## config.mk

```make
export PLATFORM = sky130hd
export DESIGN_NAME = arc_drawer
export DESIGN_NICKNAME = d
export VERILOG_FILES = /design/src/rtl/arc_drawer.sv
export SDC_FILE = /design/constraint.sdc
export NUM_CORES = 1
export LEC_CHECK = 0
export CORE_ASPECT_RATIO = 0.8
export CORE_UTILIZATION = 60
export DETAILED_ROUTE_END_ITERATION = 8
export PLACE_DENSITY = 0.86
export SLEW_MARGIN = 20
export SYNTH_ARGS = -nofsm -noshare
export SYNTH_HDL_FRONTEND = slang
export SYNTH_SLANG_ARGS = --single-unit
```

## constraint.sdc

```tcl
create_clock -name clk -period 5.02 [get_ports clk]
set_clock_uncertainty 0.05 [all_clocks]
set_input_delay 1.255 -clock clk [delete_from_list [all_inputs] [get_ports clk]]
set_output_delay 1.255 -clock clk [all_outputs]
set_load 0.05 [all_outputs]
```

## src/rtl/arc_drawer.sv

```systemverilog
// Midpoint circle engine with per-octant enable mask; one pixel candidate per clock to the VGA write port.
// Optional screen-bounds clipping is enabled by defining ARC_DRAWER_CLIP_EN.
module arc_drawer #(
    parameter int unsigned X_W   = 8,
    parameter int unsigned Y_W   = 7,
    parameter int unsigned R_W   = 8,
    parameter int unsigned X_MAX = 159,
    parameter int unsigned Y_MAX = 119
) (
    input  logic           clk,
    input  logic           rst_n,
    input  logic           start,
    output logic           done,
    input  logic [X_W-1:0] centre_x,
    input  logic [Y_W-1:0] centre_y,
    input  logic [R_W-1:0] radius,
    input  logic [2:0]     colour,
    input  logic [7:0]     octant_mask,
    output logic [X_W-1:0] vga_x,
    output logic [Y_W-1:0] vga_y,
    output logic [2:0]     vga_colour,
    output logic           vga_plot
);

    localparam int unsigned OW = R_W + 1;
    localparam int unsigned CW = R_W + 3;
    localparam int unsigned PW = ((X_W > Y_W) ? X_W : Y_W) + 2;

    localparam logic [1:0] S_IDLE = 2'd0;
    localparam logic [1:0] S_INIT = 2'd1;
    localparam logic [1:0] S_PLOT = 2'd2;
    localparam logic [1:0] S_DONE = 2'd3;

`ifdef ARC_DRAWER_CLIP_EN
    localparam logic CLIP_EN = 1'b1;
`else
    localparam logic CLIP_EN = 1'b0;
`endif

    localparam logic signed [OW-1:0] O_ONE = OW'(1);
    localparam logic signed [CW-1:0] C_ONE = CW'(1);
    localparam logic signed [PW-1:0] X_LIM = PW'(X_MAX);
    localparam logic signed [PW-1:0] Y_LIM = PW'(Y_MAX);

    logic [1:0]            state_q, state_d;
    logic [X_W-1:0]        cx_q, cx_d;
    logic [Y_W-1:0]        cy_q, cy_d;
    logic [2:0]            colour_q, colour_d;
    logic [7:0]            mask_q, mask_d;
    logic signed [OW-1:0]  ox_q, ox_d;
    logic signed [OW-1:0]  oy_q, oy_d;
    logic signed [CW-1:0]  crit_q, crit_d;
    logic [2:0]            k_q, k_d;
    logic                  done_q, done_d;
    logic [X_W-1:0]        vga_x_q, vga_x_d;
    logic [Y_W-1:0]        vga_y_q, vga_y_d;
    logic [2:0]            vga_colour_q, vga_colour_d;
    logic                  vga_plot_q, vga_plot_d;

    logic signed [OW-1:0]  ox_n, oy_n;
    logic signed [PW-1:0]  cx_s, cy_s, ox_s, oy_s, px, py;
    logic                  out_of_bounds;

    // Next-state, step arithmetic, and the pixel for the upcoming cycle (outputs track state_d so they
    // are valid during the PLOT cycle they belong to).
    always_comb begin
        state_d       = state_q;
        cx_d          = cx_q;
        cy_d          = cy_q;
        colour_d      = colour_q;
        mask_d        = mask_q;
        ox_d          = ox_q;
        oy_d          = oy_q;
        crit_d        = crit_q;
        k_d           = k_q;
        ox_n          = ox_q;
        oy_n          = oy_q;
        done_d        = 1'b0;
        vga_x_d       = '0;
        vga_y_d       = '0;
        vga_colour_d  = '0;
        vga_plot_d    = 1'b0;
        px            = '0;
        py            = '0;

        case (state_q)
            S_IDLE: begin
                if (start) state_d = S_INIT;
            end
            S_INIT: begin
                cx_d     = centre_x;
                cy_d     = centre_y;
                colour_d = colour;
                mask_d   = octant_mask;
                ox_d     = OW'(radius);
                oy_d     = '0;
                crit_d   = C_ONE - CW'(radius);
                k_d      = 3'd0;
                state_d  = S_PLOT;
            end
            S_PLOT: begin
                if (k_q == 3'd7) begin
                    oy_n = oy_q + O_ONE;
                    if (crit_q[CW-1] || (crit_q == '0)) begin
                        ox_n   = ox_q;
                        crit_d = crit_q + (CW'(oy_n) <<< 1) + C_ONE;
                    end else begin
                        ox_n   = ox_q - O_ONE;
                        crit_d = crit_q + ((CW'(oy_n) - CW'(ox_n)) <<< 1) + C_ONE;
                    end
                    ox_d = ox_n;
                    oy_d = oy_n;
                    k_d  = 3'd0;
                    if (oy_n > ox_n) state_d = S_DONE;
                end else begin
                    k_d = k_q + 3'd1;
                end
            end
            default: begin
                if (!start) state_d = S_IDLE;
            end
        endcase

        cx_s = PW'(cx_d);
        cy_s = PW'(cy_d);
        ox_s = PW'(ox_d);
        oy_s = PW'(oy_d);

        // Octant order: 0..3 lower half (y grows down), 4..7 upper half, counter-rotating around centre.
        case (k_d)
            3'd0: begin px = cx_s + ox_s; py = cy_s + oy_s; end
            3'd1: begin px = cx_s + oy_s; py = cy_s + ox_s; end
            3'd2: begin px = cx_s - oy_s; py = cy_s + ox_s; end
            3'd3: begin px = cx_s - ox_s; py = cy_s + oy_s; end
            3'd4: begin px = cx_s - ox_s; py = cy_s - oy_s; end
            3'd5: begin px = cx_s - oy_s; py = cy_s - ox_s; end
            3'd6: begin px = cx_s + oy_s; py = cy_s - ox_s; end
            default: begin px = cx_s + ox_s; py = cy_s - oy_s; end
        endcase

        out_of_bounds = px[PW-1] || (px > X_LIM) || py[PW-1] || (py > Y_LIM);

        if (state_d == S_PLOT) begin
            vga_x_d      = px[X_W-1:0];
            vga_y_d      = py[Y_W-1:0];
            vga_colour_d = colour_d;
            vga_plot_d   = mask_d[k_d] && !(CLIP_EN && out_of_bounds);
        end
        done_d = (state_d == S_DONE);
    end

    always_ff @(posedge clk) begin
        if (!rst_n) begin
            state_q      <= S_IDLE;
            cx_q         <= '0;
            cy_q         <= '0;
            colour_q     <= '0;
            mask_q       <= '0;
            ox_q         <= '0;
            oy_q         <= '0;
            crit_q       <= '0;
            k_q          <= '0;
            done_q       <= 1'b0;
            vga_x_q      <= '0;
            vga_y_q      <= '0;
            vga_colour_q <= '0;
            vga_plot_q   <= 1'b0;
        end else begin
            state_q      <= state_d;
            cx_q         <= cx_d;
            cy_q         <= cy_d;
            colour_q     <= colour_d;
            mask_q       <= mask_d;
            ox_q         <= ox_d;
            oy_q         <= oy_d;
            crit_q       <= crit_d;
            k_q          <= k_d;
            done_q       <= done_d;
            vga_x_q      <= vga_x_d;
            vga_y_q      <= vga_y_d;
            vga_colour_q <= vga_colour_d;
            vga_plot_q   <= vga_plot_d;
        end
    end

    assign done       = done_q;
    assign vga_x      = vga_x_q;
    assign vga_y      = vga_y_q;
    assign vga_colour = vga_colour_q;
    assign vga_plot   = vga_plot_q;

endmodule

```

* Word-level counts from Yosys, hierarchy flattened *
Cells that the tools add are included.

storage, ports and cells
  register bits = 80
  input port bits = 37
  output and inout bits = 20

cells by class
  $add $sub $neg = 17
  order comparisons = 2
  equality and inequality tests = 12
  multiplexer cells = 25
  reduce and logical (&&, ||, !) cells = 13

operators by type and width
  kind                   count
  $mux 9                 5
  $pmux 9 s2             2
  $pmux 8 s3             1
  $add 11x2->11 const B  2
  $mux 11                2
  $pmux 11 s2            1
  $pmux 7 s3             1
  $add 8x8->8            2
  $mux 8                 2
  $sub 8x8->8            2
  $add 7x7->7            2
  $sub 7x7->7            2
  $eq 3x3->1 const B     4
  $reduce_or 2->1        6
  $add 11x10->11         1
  $add 11x11->11         1
  $logic_not 11->1       1
  $sub 9x9->10           1
  $add 9x2->9 const B    1
  $gt 9x9->1             1
  $sub 1x8->9 const A    1
  $sub 9x2->9 const B    1
  $mux 2                 4
  $mux 7                 1
  other kinds (17)       22

* Depth between registers and ports, before layout *
  depth in word-level cells = 11
  mapped depth = 22

* Worst setup path before layout *
OpenSTA, ideal clock, no wires.

  path kind = flip-flop to flip-flop
  start point = register state_q[0]
  end point = register vga_x_q[7] (netlist: vga_x[7])
  setup time = 0.087 ns
  arrival = 4.050 ns
  path slack = 0.833 ns
  stages on the path, launching flop included = 22
  path buffers = 3
  period minus slack after synthesis = 4.187 ns
  cell sequence = dfxtp_1 > inv_1 > ha_1 > buf_2 > clkbuf_1 > buf_2 > nand3_1 > a21boi_1 > nand2_1 > nor2_1 > a21oi_1 > and3_1 > nor3_1 > ha_1 > a21o_1 > a21oi_1 > o21bai_1 > a21oi_1 > o21ai_0 > xor2_1 > or2_2 > o31ai_1

between the ends
  word-level cells in the longest chain between the ends = 5

RTL lines
  item                                                 RTL line  source
  start: declaration                                   45        logic [1:0] state_q, state_d;
  start signal: assignment                             169       state_q <= state_d;
  branches (longest 5 deep; another with $add 8x8->8)  -
  end signal: assignment                               179       vga_x_q <= vga_x_d;
  end: declaration                                     55        logic [X_W-1:0] vga_x_q, vga_x_d;

Parallel ways; which one is timed is not known.
A chain may end at the register's enable or synchronous reset.

* Worst setup path after layout *
  start point = register k_q[0]
  end point = register vga_x_q[7] (netlist: vga_x[7])

between the ends
  word-level cells in the longest chain between the ends = 6

RTL lines
  item                                                 RTL line  source
  start: declaration                                   53        logic [2:0] k_q, k_d;
  start signal: assignment                             177       k_q <= k_d;
  branches (longest 6 deep; another with $add 8x8->8)  -

Parallel ways; which one is timed is not known.

==> impl_results.md <==
* Max Fclk at 209 MHz
* Die height at 96.1 um
* Clk_lat worst skew at between 0.3 and 0.4 ns
* DRT Wirelength at 19800 um
* Worst-Margin Slew at 0.940 ns
* Synth Cell Area at 6640 um^2
* Htree depth at 3
* ANT nets after route at 0
* GPL Wtd Cong at a little under 1
* Core Area at 10500 um^2
* Fin cells at 1019
* Fraction of layout cells with a size suffix above 1 at under 10%
* Clock Sinks at 80
* R2R depth at 18
* Sequential element share of the synthesized area at 24.1%
* CP top delay family: compound AO/OA/AOI/OAI gates
* Worst VDD drop at 0.239 mV
* Commonest non-fill, non-tap cell in the layout: nor2_1
* First-pass iteration count of the detailed router at 5
* Startpoint Class: flip-flop
* Fin Setup TNS at 0 ns
* Ratio of final minimum period to clock period at 95.2%
* CTS tree: yes
* Status: finished, final reports clean
* Reg-to-reg endpoint: vga_x[7]$_SDFF_PN0_
* Post-synthesis async set-or-reset flop share at 0%
* Most used cell, CP: o21ai_0
* Critical path class: flip-flop to flip-flop
* Largest stage delay, worst path at 0.56 ns
* CP Cell Sequence: ha_1 > ha_1 > and2_1 > o221ai_1 > a21oi_1 > xor2_1 > o21ai_0 > o21ai_0 > o21ai_0 > a21oi_1 > ha_1 > inv_1 > o21bai_1 > a21oi_1 > o21ai_0 > xor2_1 > or2_2 > o31ai_1
* First-pass GRT wire length at 31500 um
* R2R Path Start: k_q[0]$_SDFF_PN0_
* NetSw at 1620 uW
* Crit Path Max Fanout at 17
* Worst EP arrival at ~5 ns
* Starting Density at between 60% and 70%
* Port Buffers at 56
* Area after DPL at 7410 um^2
* Gate power share at 60.3%
* Critical-path top delay cell: ha_1
* Hold buffers post-CTS at 0
* Worst hold stages at 2
* Hold Crit Endpoint: mask_q[1]$_SDFF_PN0_
* Row Count at 33
* EDFF count, synth at 0
* Hold Vio Cnt, Final at 0
* DP Cell Count at 1003
* Final nets at 976
* Area delta synth->final at 16.0%
* HP Start: mask_q[1]$_SDFF_PN0_
* Worst min-delay path class: flip-flop to flip-flop
* Cell area after layout at 7710 um^2
* Die width at 120 um
* Slew HR at 37.2%
* Cell Int Power at 1980 uW
* Via count at 6561
* Clock transition at the registers of the reported paths at 0.06 ns
* Power Dens Cells at roughly 470 nW/um^2
* Maxcap violations at 0
* Final min period at around 4.8 ns
* Antenna Cells at 0
* Yosys reg bits at 80
* Initial antenna violation count at 0
* CTS Buf Count at 9
* Post-synth top area share at 24.1%
* Most frequent cells in the layout: nor2_1 (105), dfxtp_1 (80), ha_1 (58)
* Filler cells at 817
* Primary FF master, synth: dfxtp_1
* Post-synthesis average cell area at slightly above 8 um^2
* Clock Path Buffers at 2
* Worst path buffer plus inverter count at 1
* Final HPWL DP at 15300 um
* Leakage at roughly 0.0033 uW
* Unique masters post-synth at 70
* Worst Path Required at 5.22 ns
* DRT iter0 DRCs at 810
* Largest net degree at the start of global routing at 34
* Max Slew Vio Count at 0
* RSZ-0062 raised after global routing: no
* Ys Warns at 0
* Post-synthesis net count at around 930
* GRT Total Usage at 35.3%
* Reg power frac at 21.6%
* CP Capture Type: flip-flop
* Full die area at 11500 um^2
* Switching Fraction at 45.0%
* Root buf cell: clkbuf_16
* Finish-stage setup viols at 0
* Drt wl/cell at 19.5 um
* Number of top-level design ports at 57
* Share of power burned in the clock network at 18.1%
* DRC violations left at 0
* Vias in the first global route at 6168
* Cells after Synth at 824
* Largest area contributor in the netlist: dfxtp_1
* Vias per cell at approximately 6.4
* Synth area leaders: dfxtp_1 (24%), ha_1 (11%), nor2_1 (5.9%), xnor2_1 (5.7%), xor2_1 (4.5%)
* GRT overflow at 0
* R2R Setup Slk at 0.24 ns
==> worst register-to-register path, cell delays in order (launching register included) <==
cell and delay, ns:
dfxtp_1 0.37, ha_1 0.20, ha_1 0.56, and2_1 0.30
o221ai_1 0.22, a21oi_1 0.36, xor2_1 0.23, o21ai_0 0.10
o21ai_0 0.46, o21ai_0 0.19, a21oi_1 0.20, ha_1 0.27
inv_1 0.11, o21bai_1 0.09, a21oi_1 0.21, o21ai_0 0.14
xor2_1 0.17, or2_2 0.29, o31ai_1 0.18
==> cell usage after synthesis, types with 9 or more instances <==
library cell / n
nor2_1: 105
dfxtp_1: 80
ha_1: 60
nand2_1: 54
a21oi_1: 45
o21ai_0: 43
xnor2_1: 43
clkbuf_1: 34
xor2_1: 34
inv_1: 31
a21o_1: 23
and2_1: 20
mux2i_1: 20
nand3_1: 17
nor3_1: 15
mux2_2: 13
nor2b_1: 11
o211ai_1: 11
a31oi_1: 10
and3_1: 9
==> per-layer routing <==
layer,routed length (um),GRT usage [%],up-vias
li1,-,-,3059
met1,8880,48.7,3126
met2,8610,56.6,335
met3,2000,6.52,41
met4,339,9.38,0
met5,0,0,-
==> how the worst max path moves through the flow <==
stage                     startpoint                  end  slack [ns]  cells after the start
4_1_cts        state_q[0]$_SDFF_PN0_  vga_x[7]$_SDFF_PN0_        0.29                     18
3_5_place_dp               radius[1]  vga_x[7]$_SDFF_PN0_        0.12                     17
5_1_grt        state_q[0]$_SDFF_PN0_  vga_x[7]$_SDFF_PN0_       0.007                     19
3_3_place_gp               radius[1]  vga_x[7]$_SDFF_PN0_        0.19                     14
2_1_floorplan  state_q[0]$_SDFF_PN0_  vga_x[7]$_SDFF_PN0_        0.83                     21
6_report           k_q[0]$_SDFF_PN0_  vga_x[7]$_SDFF_PN0_        0.24                     18
==> repair_timing <==
item | in CTS | in global routing
hold endpoints to repair | 0 | 0
buffers inserted | 0 | 0
setup endpoints to repair | 0 | 1
resized for setup | 0 | 2
==> power groups by stage <==
| stage | logic [uW] | registers (uW) | clock network, uW |
|---|---|---|---|
| after floorplan | 1580 | 813 | 0 |
| after global placement | 2030 | 783 | 0 |
| after detailed placement | 2110 | 787 | 0 |
| after CTS | 2120 | 772 | 656 |
| after global routing | 2370 | 785 | 679 |
| final | 2170 | 776 | 649 |
==> final cells by class <==
type	instances	area (um^2)	share of cell area, %
Clock buffer	10	239	3.10
Sequential cell	80	1600	20.8
Multi-Input combinational cell	668	4750	61.7
Clock inverter	6	50.0	0.649
Timing Repair Buffer	83	763	9.90
Tap cell	140	175	2.27
Inverter	32	124	1.61
==> through the flow <==
stage / total power, uW / util [%] / setup slack (ns) / hold WS, ns
after floorplan: 2390 / - / 0.833 / 0.405
after global placement: 2810 / 70.7 / 0.190 / 0.414
after detailed placement: 2890 / 70.7 / 0.120 / 0.429
after CTS: 3550 / 73.4 / 0.288 / 0.449
after global routing: 3830 / 73.5 / 0.00658 / 0.467
final: 3590 / 73.5 / 0.241 / 0.446
==> registers in the layout (all words and copies together) (netlist names) <==
| register | count |
|---|---|
| crit_q | 11 |
| colour_q | 3 |
| vga_colour | 3 |
| vga_y | 7 |
| cx_q | 8 |
| vga_plot | 1 |
| cy_q | 7 |
| k_q | 3 |
| vga_x | 8 |
| mask_q | 8 |
| done | 1 |
| state_q | 2 |
| oy_q | 9 |
| ox_q | 9 |
==> logic make-up (layout without fill, tap and decap cells) <==
| family | count (synthesis) | in the layout | share of synthesized area [%] |
|---|---|---|---|
| simple gates | 283 | 283 | 21.1 |
| compound gates | 206 | 206 | 20.9 |
| flops | 80 | 80 | 24.1 |
| xor+xnor | 77 | 77 | 10.2 |
| buf+inv | 76 | 131 | 4.41 |
| fa+ha+maj | 65 | 65 | 12.8 |
| mux | 37 | 37 | 6.57 |
Note: power is estimated with default switching activity, not from simulation.
